## config.mk

```make
export PLATFORM = sky130hd
export DESIGN_NAME = clk_div_meter
export DESIGN_NICKNAME = d
export VERILOG_FILES = /design/src/rtl/clk_div_meter.sv
export SDC_FILE = /design/constraint.sdc
export NUM_CORES = 1
export LEC_CHECK = 0
export ABC_AREA = 1
export ABC_CLOCK_PERIOD_IN_PS = 1400
export CORE_ASPECT_RATIO = 1.2
export CORE_UTILIZATION = 53
export CTS_BUF_LIST = sky130_fd_sc_hd__clkbuf_4 sky130_fd_sc_hd__clkbuf_8
export DETAILED_ROUTE_END_ITERATION = 8
export MAX_ROUTING_LAYER = met4
export PLACE_DENSITY = 0.78
export SLEW_MARGIN = 5
export SYNTH_ARGS = -nofsm -noshare
export SYNTH_HDL_FRONTEND = slang
export SYNTH_SLANG_ARGS = --single-unit
```

## constraint.sdc

```tcl
create_clock -name i_clk -period 1.4 [get_ports i_clk]
set_input_delay 0.35 -clock i_clk [delete_from_list [all_inputs] [get_ports i_clk]]
set_output_delay 0.35 -clock i_clk [all_outputs]
set_load 0.005 [all_outputs]
```

## src/rtl/clk_div_meter.sv

```systemverilog
// rtl/clk_div_meter.sv - measures period, high time and lock of an asynchronous divided clock
// Optional watchdog enabled by defining MEAS_TIMEOUT_EN.
module clk_div_meter #(
  parameter int CNT_W    = 16,
  parameter int LOCK_CNT = 4,
  parameter int TIMEOUT  = 1000
) (
  input  logic             i_clk,
  input  logic             i_rst_n,
  input  logic             i_div_clk,
  output logic [CNT_W-1:0] o_period,
  output logic [CNT_W-1:0] o_high,
  output logic             o_valid,
  output logic             o_lock,
  output logic             o_timeout
);

  localparam logic [CNT_W-1:0] CNT_MAX   = '1;
  localparam logic [CNT_W-1:0] CNT_ONE   = CNT_W'(1);
  localparam int               MW        = $clog2(LOCK_CNT + 1);
  localparam logic [MW-1:0]    MATCH_MAX = MW'(LOCK_CNT);
  localparam logic [MW-1:0]    MATCH_ONE = MW'(1);

  typedef enum logic [1:0] {S_IDLE, S_ARM, S_TRACK} state_t;

  state_t           state_q;
  logic             s1_q, s2_q, s3_q;
  logic [CNT_W-1:0] per_cnt_q, per_cnt_d;
  logic [CNT_W-1:0] hi_cnt_q, hi_cnt_d;
  logic [CNT_W-1:0] period_q, high_q;
  logic [MW-1:0]    match_q, match_d;
  logic             valid_q, lock_q;
  logic             rise, capture, per_sat, is_match;

  always_comb begin
    rise     = s2_q & ~s3_q;
    capture  = rise & (state_q != S_IDLE);
    per_sat  = (per_cnt_q == CNT_MAX);
    // A saturated count is not a real period, so it can never extend a lock.
    is_match = (state_q == S_TRACK) && !per_sat && (per_cnt_q == period_q);
    per_cnt_d = per_cnt_q;
    hi_cnt_d  = hi_cnt_q;
    if (rise) begin
      per_cnt_d = CNT_ONE;
      hi_cnt_d  = CNT_ONE;
    end else begin
      if (!per_sat) per_cnt_d = per_cnt_q + CNT_ONE;
      if (s2_q && (hi_cnt_q != CNT_MAX)) hi_cnt_d = hi_cnt_q + CNT_ONE;
    end
    match_d = MATCH_ONE;
    if (is_match) match_d = (match_q == MATCH_MAX) ? match_q : match_q + MATCH_ONE;
  end

`ifdef MEAS_TIMEOUT_EN
  localparam int            WD_W    = $clog2(TIMEOUT + 1);
  localparam logic [WD_W-1:0] WD_MAX  = WD_W'(TIMEOUT);
  localparam logic [WD_W-1:0] WD_TRIP = WD_W'(TIMEOUT - 1);
  logic [WD_W-1:0] wd_q;
  logic            timeout_q;
`else
  localparam int timeout_unused = TIMEOUT;
`endif

  always_ff @(posedge i_clk or negedge i_rst_n) begin
    if (!i_rst_n) begin
      state_q   <= S_IDLE;
      s1_q      <= 1'b0;
      s2_q      <= 1'b0;
      s3_q      <= 1'b0;
      per_cnt_q <= '0;
      hi_cnt_q  <= '0;
      period_q  <= '0;
      high_q    <= '0;
      match_q   <= '0;
      valid_q   <= 1'b0;
      lock_q    <= 1'b0;
`ifdef MEAS_TIMEOUT_EN
      wd_q      <= '0;
      timeout_q <= 1'b0;
`endif
    end else begin
      s1_q      <= i_div_clk;
      s2_q      <= s1_q;
      s3_q      <= s2_q;
      per_cnt_q <= per_cnt_d;
      hi_cnt_q  <= hi_cnt_d;
      valid_q   <= capture;
      if (capture) begin
        period_q <= per_cnt_q;
        high_q   <= hi_cnt_q;
        match_q  <= match_d;
        lock_q   <= (match_d == MATCH_MAX);
      end
      case (state_q)
        S_IDLE:  if (rise) state_q <= S_ARM;
        S_ARM:   if (rise) state_q <= S_TRACK;
        default: state_q <= S_TRACK;
      endcase
`ifdef MEAS_TIMEOUT_EN
      if (rise) begin
        wd_q      <= '0;
        timeout_q <= 1'b0;
      end else begin
        if (wd_q != WD_MAX) wd_q <= wd_q + WD_W'(1);
        // Fires once on reaching the limit; the counter then parks at WD_MAX.
        if (wd_q == WD_TRIP) begin
          timeout_q <= 1'b1;
          lock_q    <= 1'b0;
          match_q   <= '0;
          state_q   <= S_IDLE;
        end
      end
`endif
    end
  end

  assign o_period = period_q;
  assign o_high   = high_q;
  assign o_valid  = valid_q;
  assign o_lock   = lock_q;
`ifdef MEAS_TIMEOUT_EN
  assign o_timeout = timeout_q;
`else
  assign o_timeout = 1'b0;
`endif

endmodule

```

**Word level (Yosys, flattened, before mapping)**

Index checks and enable logic that the tools add are counted.

- Word-level logic and storage cells: 44
- Output and inout port bits: 35
- Bits of input ports: 3
- Register bits: 74

- Multiplexer cells: 9
- Add/subtract/negate cells: 3
- Equal/unequal tests: 10
- Reductions and logical operators: 8
- Bitwise operators: 3

Operators with widths:

| kind | number |
|---|---|
| 16-bit two-way mux | 4 |
| 16-bit by 1-bit adder with 16-bit output (second input constant) | 2 |
| 16-bit == test | 1 |
| 16-bit == test (second input constant) | 1 |
| 16-bit != test (second input constant) | 1 |
| 3-bit == test (second input constant) | 2 |
| 3-bit two-way mux | 2 |
| 2-bit != test (second input constant) | 3 |
| 2-bit two-way mux | 2 |
| 2-bit case mux with 2 select lines | 1 |
| 2-bit nonzero test | 2 |
| 3-bit by 1-bit adder with 3-bit output (second input constant) | 1 |
| 1-bit logical AND | 3 |
| 1-bit bitwise AND | 2 |
| 2-bit by 1-bit == test with 1-bit output (second input constant) | 1 |
| 2-bit == test (second input constant) | 1 |
| 2-bit logical NOT | 1 |
| 2-bit AND reduction | 1 |
| 1-bit logical NOT | 1 |
| 1-bit inverter | 1 |

**Depth between registers and ports, before layout**

Gate-level depths: netlist of run 1.

- Depth after elaboration: 6
- Depth in mapped cells: 11
- Mapped depth without buffers: 11

**Worst setup path before layout of run 1**

No wires, ideal clock.

- Path kind: register to register
- Start point: register per_cnt_q[1]
- End point: register per_cnt_q[11]
- Path buffers: 0
- Cell stages (with the launch flop): 10
- Required time: 1,327 ps
- Slack: -37 ps
- Setup time: 73 ps
- Period minus slack after synthesis: 1,437 ps
- Arrival: 1,364 ps
- Cell sequence: dfrtp_1 > ha_1 > nand2_1 > nor2_2 > nand2_2 > nor2_2 > nand2_2 > nand2_2 > o21ai_1 > a21oi_2

- Longest elaborated chain between the ends: 3
- Elaborated cells between the ends (all ways): 5
- Classes of those cells: add/sub (1); eq/ne (2); mux (2)

RTL lines:

| element | line | RTL |
|---|---|---|
| from (decl) | 28 | `logic [CNT_W-1:0] per_cnt_q, per_cnt_d;` |
| from (signal assigned) | 85 | `per_cnt_q <= per_cnt_d;` |
| 16-bit by 1-bit adder with 16-bit output | 47 | `if (!per_sat) per_cnt_d = per_cnt_q + CNT_ONE;` |
| 16-bit two-way mux | 47 |  |
| 16-bit two-way mux | 43 | `if (rise) begin` |

Parallel ways exist; a longest one is shown, timed or not. The select of a mux whose other input is x is not followed.
A chain may end at the register's enable or synchronous reset.

**Worst setup path after layout of run 1**

- Start point: register per_cnt_q[1]
- End point: register per_cnt_q[12]

Same word-level chain as after synthesis.

==> summary.md, run 1 <==
| Metric | Value |
|---|---|
| Ys Warns | 0 |
| Vias in the first global route | between 3000 and 4000 |
| Antenna violations before repair | 0 |
| Power Total | 5810 uW |
| Mapped Area | ~0.0037 sq mm |
| Die Area | ~0.0074 sq mm |
| CTS H-tree lvls | 3 |
| Clock Sinks | 74 |
| Sequential area share after synthesis | 49.5% |
| Post-synth EDFFs | 0 |
| Clk buf depth | 2 |
| RSZ-0062 raised after global routing | yes |
| Most used DFF post-synth | dfrtp_1 |
| FF-to-FF Start | per_cnt_q[1] |
| Post-layout minimum cycle time | about 1.6 ns |
| Critical Path RT | 1.69 ns |
| Wirelength, routed | 11900 um |
| Die Width | approximately 79 um |
| Final setup TNS | -4.00 ns |
| CTS tree | yes |
| Worst skew pair latency | 0.36 ns |
| Drc violations | 0 |
| Area Overhead vs Synth | 48.1% |
| Worst R2R End | per_cnt_q[12] |
| Worst R2R Setup Slack | -0.21 ns |
| Antenna diode count | 0 |
| Failing checks | negative setup slack |
| Fin cells | 704 |
| First-pass GRT wire length | 17200 um |
| 1st-iter DRT viols | ~330 |
| Layout cells sized above 1 | 32.4% |
| Pin count of the biggest net entering global routing | 29 |
| Placed cells | 645 |
| Final worst setup slack | -0.209 ns |
| Setup Slack @ Placement | -0.180 ns |
| Antenna Nets Post-Route | 0 |
| Final Slew Violations | 0 |
| Final Cycle Share | 115% |
| Yosys cell types | 37 |
| Wire per inst | 16.9 um |
| Synth async-reset ratio | 100% |
| # rows | 33 |
| Vias per inst | 5.51 |
| Core area | 0.00681 sq mm |
| Syn avg cell area | 7.91 sq um |
| Total of max-cap violations | 0 |
| Crit path from | per_cnt_q[1] |
| Register Area | between 0.0015 and 0.002 sq mm |
| Port Buffers | 36 |
| Most common cell after layout, fill and taps aside | nand2_1 |
| Setup violators final | 35 |
| Routability Congestion | 0.978 |
| Fill cell count | 425 |
| Arrival time worst endpoint | 1.89 ns |
| Post-DP HPWL | between 7000 and 8000 um |
| Cts bufs inserted | 9 |
| Grt total ovfl | 0 |
| Outcome | finished, violations left |
| Worst setup SP type | register |
| Flops & latches, synth | 74 |
| Peak VDD IR | ~780 uV |
| Most frequent cells in the layout | nand2_1, buf_4, dfrtp_1 |
| Setup Skew | 0.0124 ns |
| Setup crit end kind | register |
| Hold WS | between 0.3 and 0.4 ns |
| Hold crit path type | register to register |
| PwrDens | 1050 mW/mm^2 |
| Crit-path max FO | 4 |
| Io pins | 38 |
| Multi-input logic area | 0.00189 sq mm |
| Worst reg2reg path depth | 8 |
| Syn Inst Count | 473 |
| Clk slew on worst S/H paths | 0.09 ns |
| Leak Pwr | 0.00273 uW |
| Hold EP | s2_q |
| All-Layer GR Usage | between 30% and 40% |
| Fmax | 0.621 GHz |
| Final Net Count | 619 |
| Cells on Worst Hold Path | 0 |
| Drt pass-1 iters | 5 |
| HP Start | s1_q |
| Post-Syn Nets | 480 |
| Routed vias | 3876 |
| Clock Tree Root | clkbuf_8 |
| Kind of critical path | register to register |
| Final hold vios | 0 |
| Starting Density | roughly 55% |
| Chip height | 94.0 um |
-- timing repair --
action,in CTS,in global routing
cloned,0,3
pin swaps,17,8
resized for setup,70,60
hold buffers,1,0
setup endpoints to repair,64,61
endpoints found under the hold margin,21,0
setup buffers,28,11
-- cell families (layout without fill, tap and decap cells) --
family	count (synthesis)	after routing	synth area share, %
AOI/OAI and AO/OA	73	73	10.3
xor gates and xnor gates	11	11	2.58
adders and majority gates	4	4	1.34
buffers and inverters	72	215	7.90
DFF	74	74	49.5
other	1	1	0.100
and+or+nand+nor	238	239	28.3
-- registers in the layout, summed over array words and instances (netlist names) --
name,count
o_valid,1
o_lock,1
s2_q,1
s1_q,1
o_high,16
hi_cnt_q,16
o_period,16
match_q,3
s3_q,1
state_q,2
per_cnt_q,16
-- where the power goes --
part / total (uW) / leakage [uW] / internal (uW) / switching, uW
combinational: 1410 / 0.00163 / 618 / 791
sequential: 2470 / 0.000990 / 2310 / 167
clock: 1930 / 0.000112 / 1060 / 875
-- worst max-delay path by stage --
stage                               end  depth (start not counted)
after global routing        hi_cnt_q[9]                          9
after detailed placement         o_lock                          7
after CTS                  hi_cnt_q[13]                          8
after global placement           o_lock                          7
final                     per_cnt_q[12]                          8
after floorplan              match_q[1]                          8
-- worst max-delay path, stage by stage (launching register included) --
cell	delay (ns)
dfrtp_1	0.39
ha_2	0.21
nand2_2	0.08
nor2_4	0.17
nand2_4	0.11
nor2_4	0.18
buf_4	0.15
o21ai_0	0.09
a31oi_1	0.16
-- metal layers --
| layer | wire, um | global-route usage (%) |
|---|---|---|
| met3 | 543 | 5.53 |
| met2 | 6500 | 56.2 |
| met4 | 523 | 15.6 |
| met5 | 0 | - |
| met1 | 4340 | 34.0 |
-- cell type report --
cell class / count / share of cell area, %
multi-input combinational: 328 / 34.1
clock buffer: 10 / 2.49
sequential: 74 / 33.6
timing repair inverter: 1 / 0.158
clock inverter: 6 / 1.63
inverter: 61 / 4.50
timing repair buffer: 137 / 21.6
tap: 87 / 1.97
-- cells in the mapped netlist (2+ instances only) --
| cell type | instances | area (sq um) |
|---|---|---|
| o21ai_0 | 47 | 235 |
| xnor2_1 | 4 | 35.0 |
| ha_1 | 4 | 50.1 |
| dfrtp_1 | 74 | 1850 |
| nor2_2 | 8 | 50.1 |
| buf_6 | 2 | 22.5 |
| inv_1 | 56 | 210 |
| a31oi_1 | 3 | 18.8 |
| nand4_1 | 8 | 50.1 |
| a21oi_1 | 6 | 30.0 |
| clkbuf_1 | 6 | 22.5 |
| and3_1 | 2 | 12.5 |
| inv_2 | 4 | 15.0 |
| nand2_1 | 135 | 507 |
| or2_2 | 3 | 18.8 |
| xor2_1 | 7 | 61.3 |
| nor3_1 | 6 | 30.0 |
| nand3_1 | 30 | 150 |
| a21oi_2 | 2 | 17.5 |
| o21ai_1 | 12 | 60.1 |
| nand2_2 | 5 | 31.3 |
| nand2_4 | 2 | 22.5 |
| nor2_1 | 33 | 124 |
-- per-stage QoR --
stage / util [%] / cell area [sq um]
6_report: 81.3 / 5540
5_1_grt: 81.3 / 5540
4_1_cts: 76.2 / 5190
3_5_place_dp: 68.6 / 4680
3_3_place_gp: 68.6 / 4680
2_1_floorplan: - / 3770
Power figures use the tool's default switching activity.
==> run 2: changes to the inputs <==
--- a/config.mk
+++ b/config.mk
@@ -6,7 +6,6 @@
 export NUM_CORES = 1
 export LEC_CHECK = 0
 export ABC_AREA = 1
-export ABC_CLOCK_PERIOD_IN_PS = 1400
 export CORE_ASPECT_RATIO = 1.2
 export CORE_UTILIZATION = 53
 export CTS_BUF_LIST = sky130_fd_sc_hd__clkbuf_4 sky130_fd_sc_hd__clkbuf_8
==> results of run 2 <==
Same layout as run 1: the final DEF is identical, and so are final timing and power.
==> run 3: changes to the inputs <==
--- a/config.mk
+++ b/config.mk
@@ -12,6 +12,7 @@
 export DETAILED_ROUTE_END_ITERATION = 8
 export MAX_ROUTING_LAYER = met4
 export PLACE_DENSITY = 0.78
+export REMOVE_ABC_BUFFERS = 1
 export SLEW_MARGIN = 5
 export SYNTH_ARGS = -nofsm -noshare
 export SYNTH_HDL_FRONTEND = slang
==> run 3 against run 2 <==
Sequential share of layout area is 1.4 points lower; critical path type unchanged; global-route usage is 3.0 points higher; fmax is 3.8% lower; highest routed layer unchanged; power grew 5.9%; the flow still finishes with violations (negative setup slack).
==> summary.md, run 3 (same netlist as run 1, synthesis figures left out) <==
| Metric | Value |
|---|---|
| Leak Pwr | 0.00287 uW (was 0.00273 uW) |
| Area Overhead vs Synth | 54.2% (was 48.1%) |
| # rows | 33 (unchanged) |
| Fmax | 0.598 GHz (was 0.621 GHz) |
| Placed Instance Area | 0.00465 sq mm (was 0.00468 sq mm) |
| Kind of critical path | register to register (unchanged) |
| Clock Sinks | 74 (unchanged) |
| Layout cells sized above 1 | 36.6% (was 32.4%) |
| Fill cell count | 360 (was 425) |
| Arrival time worst endpoint | 1.93 ns (was 1.89 ns) |
| Drt pass-1 iters | 5 (unchanged) |
| Vias per inst | 5.85 (was 5.51) |
| PwrDens | 1070 mW/mm^2 (was 1050 mW/mm^2) |
| Antenna Nets Post-Route | 0 (unchanged) |
| Post-layout minimum cycle time | 1.67 ns (was 1.61 ns) |
| Wirelength, routed | 13700 um (was 11900 um) |
| Hold crit path type | register to register (unchanged) |
| Worst setup SP type | register (unchanged) |
| Wire per inst | 19.2 um (was 16.9 um) |
| Final worst setup slack | -0.273 ns (was -0.209 ns) |
| Failing checks | negative setup slack (unchanged) |
| Setup violators final | 38 (was 35) |
| 1st-iter DRT viols | 458 (was 332) |
| Vias in the first global route | 4032 (was 3754) |
| Starting Density | 54.9% (unchanged) |
| Cts bufs inserted | 9 (unchanged) |
| CTS H-tree lvls | 3 (unchanged) |
| Clk buf depth | 2 (unchanged) |
| All-Layer GR Usage | 34.7% (was 31.7%) |
| RSZ-0062 raised after global routing | yes (unchanged) |
| Outcome | finished, violations left (unchanged) |
| Critical Path RT | 1.66 ns (was 1.69 ns) |
| Final hold vios | 0 (unchanged) |
| Worst skew pair latency | 0.38 ns (was 0.36 ns) |
| Clk slew on worst S/H paths | 0.08 ns (was 0.09 ns) |
| Antenna diode count | 0 (unchanged) |
| Most common cell after layout, fill and taps aside | nand2_1 (unchanged) |
| Grt total ovfl | 0 (unchanged) |
| Setup crit end kind | register (unchanged) |
| Clock Tree Root | clkbuf_8 (unchanged) |
| Post-DP HPWL | 6730 um (was 7270 um) |
| Crit-path max FO | 4 (unchanged) |
| Routed vias | 4168 (was 3876) |
| Placed cells | 646 (was 645) |
| Total of max-cap violations | 0 (unchanged) |
| Setup Skew | 0.00734 ns (was 0.0124 ns) |
| Fin cells | 713 (was 704) |
| Die Width | 78.7 um (unchanged) |
| Drc violations | 0 (unchanged) |
| Peak VDD IR | 939 uV (was 779 uV) |
| Antenna violations before repair | 0 (unchanged) |
| Power Total | 6160 uW (was 5810 uW) |
| Final Net Count | 628 (was 619) |
| Routability Congestion | 0.938 (was 0.978) |
| Final Slew Violations | 0 (unchanged) |
| First-pass GRT wire length | 18700 um (was 17200 um) |
| Chip height | 94.0 um (unchanged) |
| Io pins | 38 (unchanged) |
| Port Buffers | 36 (unchanged) |
| Core area | 0.00681 sq mm (unchanged) |
| CTS tree | yes (unchanged) |
| Final Cycle Share | 120% (was 115%) |
| Most frequent cells in the layout | nand2_1, buf_4, dfrtp_1 (unchanged) |
| Cell area after layout | 0.00577 sq mm (was 0.00554 sq mm) |
| Pin count of the biggest net entering global routing | 29 (unchanged) |
| Finished Core Util | 84.6% (was 81.3%) |
| Die Area | 0.00740 sq mm (unchanged) |
## run 3: cell types whose count changed in the layout (fill, tap and decap cells not counted), sizes merged
cell / previous run / this run
clkbuf: 11 / 15
inv: 59 / 60
dlygate4sd2: 24 / 23
clkinvlp: 3 / 1
buf: 100 / 108
clkdlybuf4s15: 10 / 9
## run 3: routing by layer
metal | vias up | GRT usage [%] | share of wire, %
met1 | 2005 | 35.9 | 35
li1 | 1816 | - | -
met2 | 254 | 59.9 | 52
met4 | 0 | 19.3 | 6.1
met5 | - | - | 0
met3 | 93 | 8.93 | 6.7
## run 3: layout make-up
class	instances	area, sq um	share of cell area (%)
Sequential cell	74	1860	32.2
Timing Repair inverter	1	16.3	0.282
Tap cell	87	109	1.89
Multi-Input combinational cell	328	2000	34.7
Inverter	61	254	4.41
Clock inverter	5	77.6	1.35
Timing Repair Buffer	146	1310	22.7
Clock buffer	11	145	2.52
## run 3: critical path: stages, from the launching register on
cell and delay (ns):
dfrtp_1 0.45, ha_4 0.19, nand2_4 0.06, nor2_4 0.21, nand2_4 0.11, nor3_2 0.21
nand2_2 0.13, o21ai_1 0.10, o21ai_1 0.08
## run 3: per-stage QoR
| stage | TNS, ns | hold WS (ns) | setup slack (ns) |
|---|---|---|---|
| after global routing | -10.67 | 0.375 | -0.417 |
| after floorplan | -3.87 | 0.0544 | -0.195 |
| after CTS | -1.04 | 0.365 | -0.0876 |
| final | -6.50 | 0.367 | -0.273 |
| after global placement | -0.867 | 0.284 | -0.103 |
| after detailed placement | -2.08 | 0.288 | -0.150 |
## run 3: worst paths after layout
path	startpoint	end	slack (ns)	cells after the start
hold reg to reg	s1_q	s2_q	0.37	0
min in group asynchronous	i_rst_n	o_period[1]	0.44	2
setup reg to reg	per_cnt_q[1]	per_cnt_q[0]	-0.27	8
hold / removal	s1_q	s2_q	0.37	0
max in group asynchronous	i_rst_n	o_period[12]	0.49	3
setup / recovery	per_cnt_q[1]	per_cnt_q[0]	-0.27	8
## run 3: where the power goes
| group | leakage, uW | total [uW] | internal (uW) | switching, uW |
|---|---|---|---|---|
| registers | 0.000993 | 2490 | 2300 | 183 |
| clock network | 0.000113 | 1930 | 1070 | 868 |
| logic | 0.00176 | 1730 | 778 | 956 |
| total | 0.00287 | 6160 | 4150 | 2010 |
## run 3: timing repair
item / 4_1_cts / 5_1_grt
resized for setup: 122 / 55
setup buffers: 31 / 14
hold endpoints to repair: 24 / 0
endpoints found under the setup margin: 65 / 61
pin swaps: 29 / 31
hold buffers: 1 / 0
gates cloned: 2 / 3
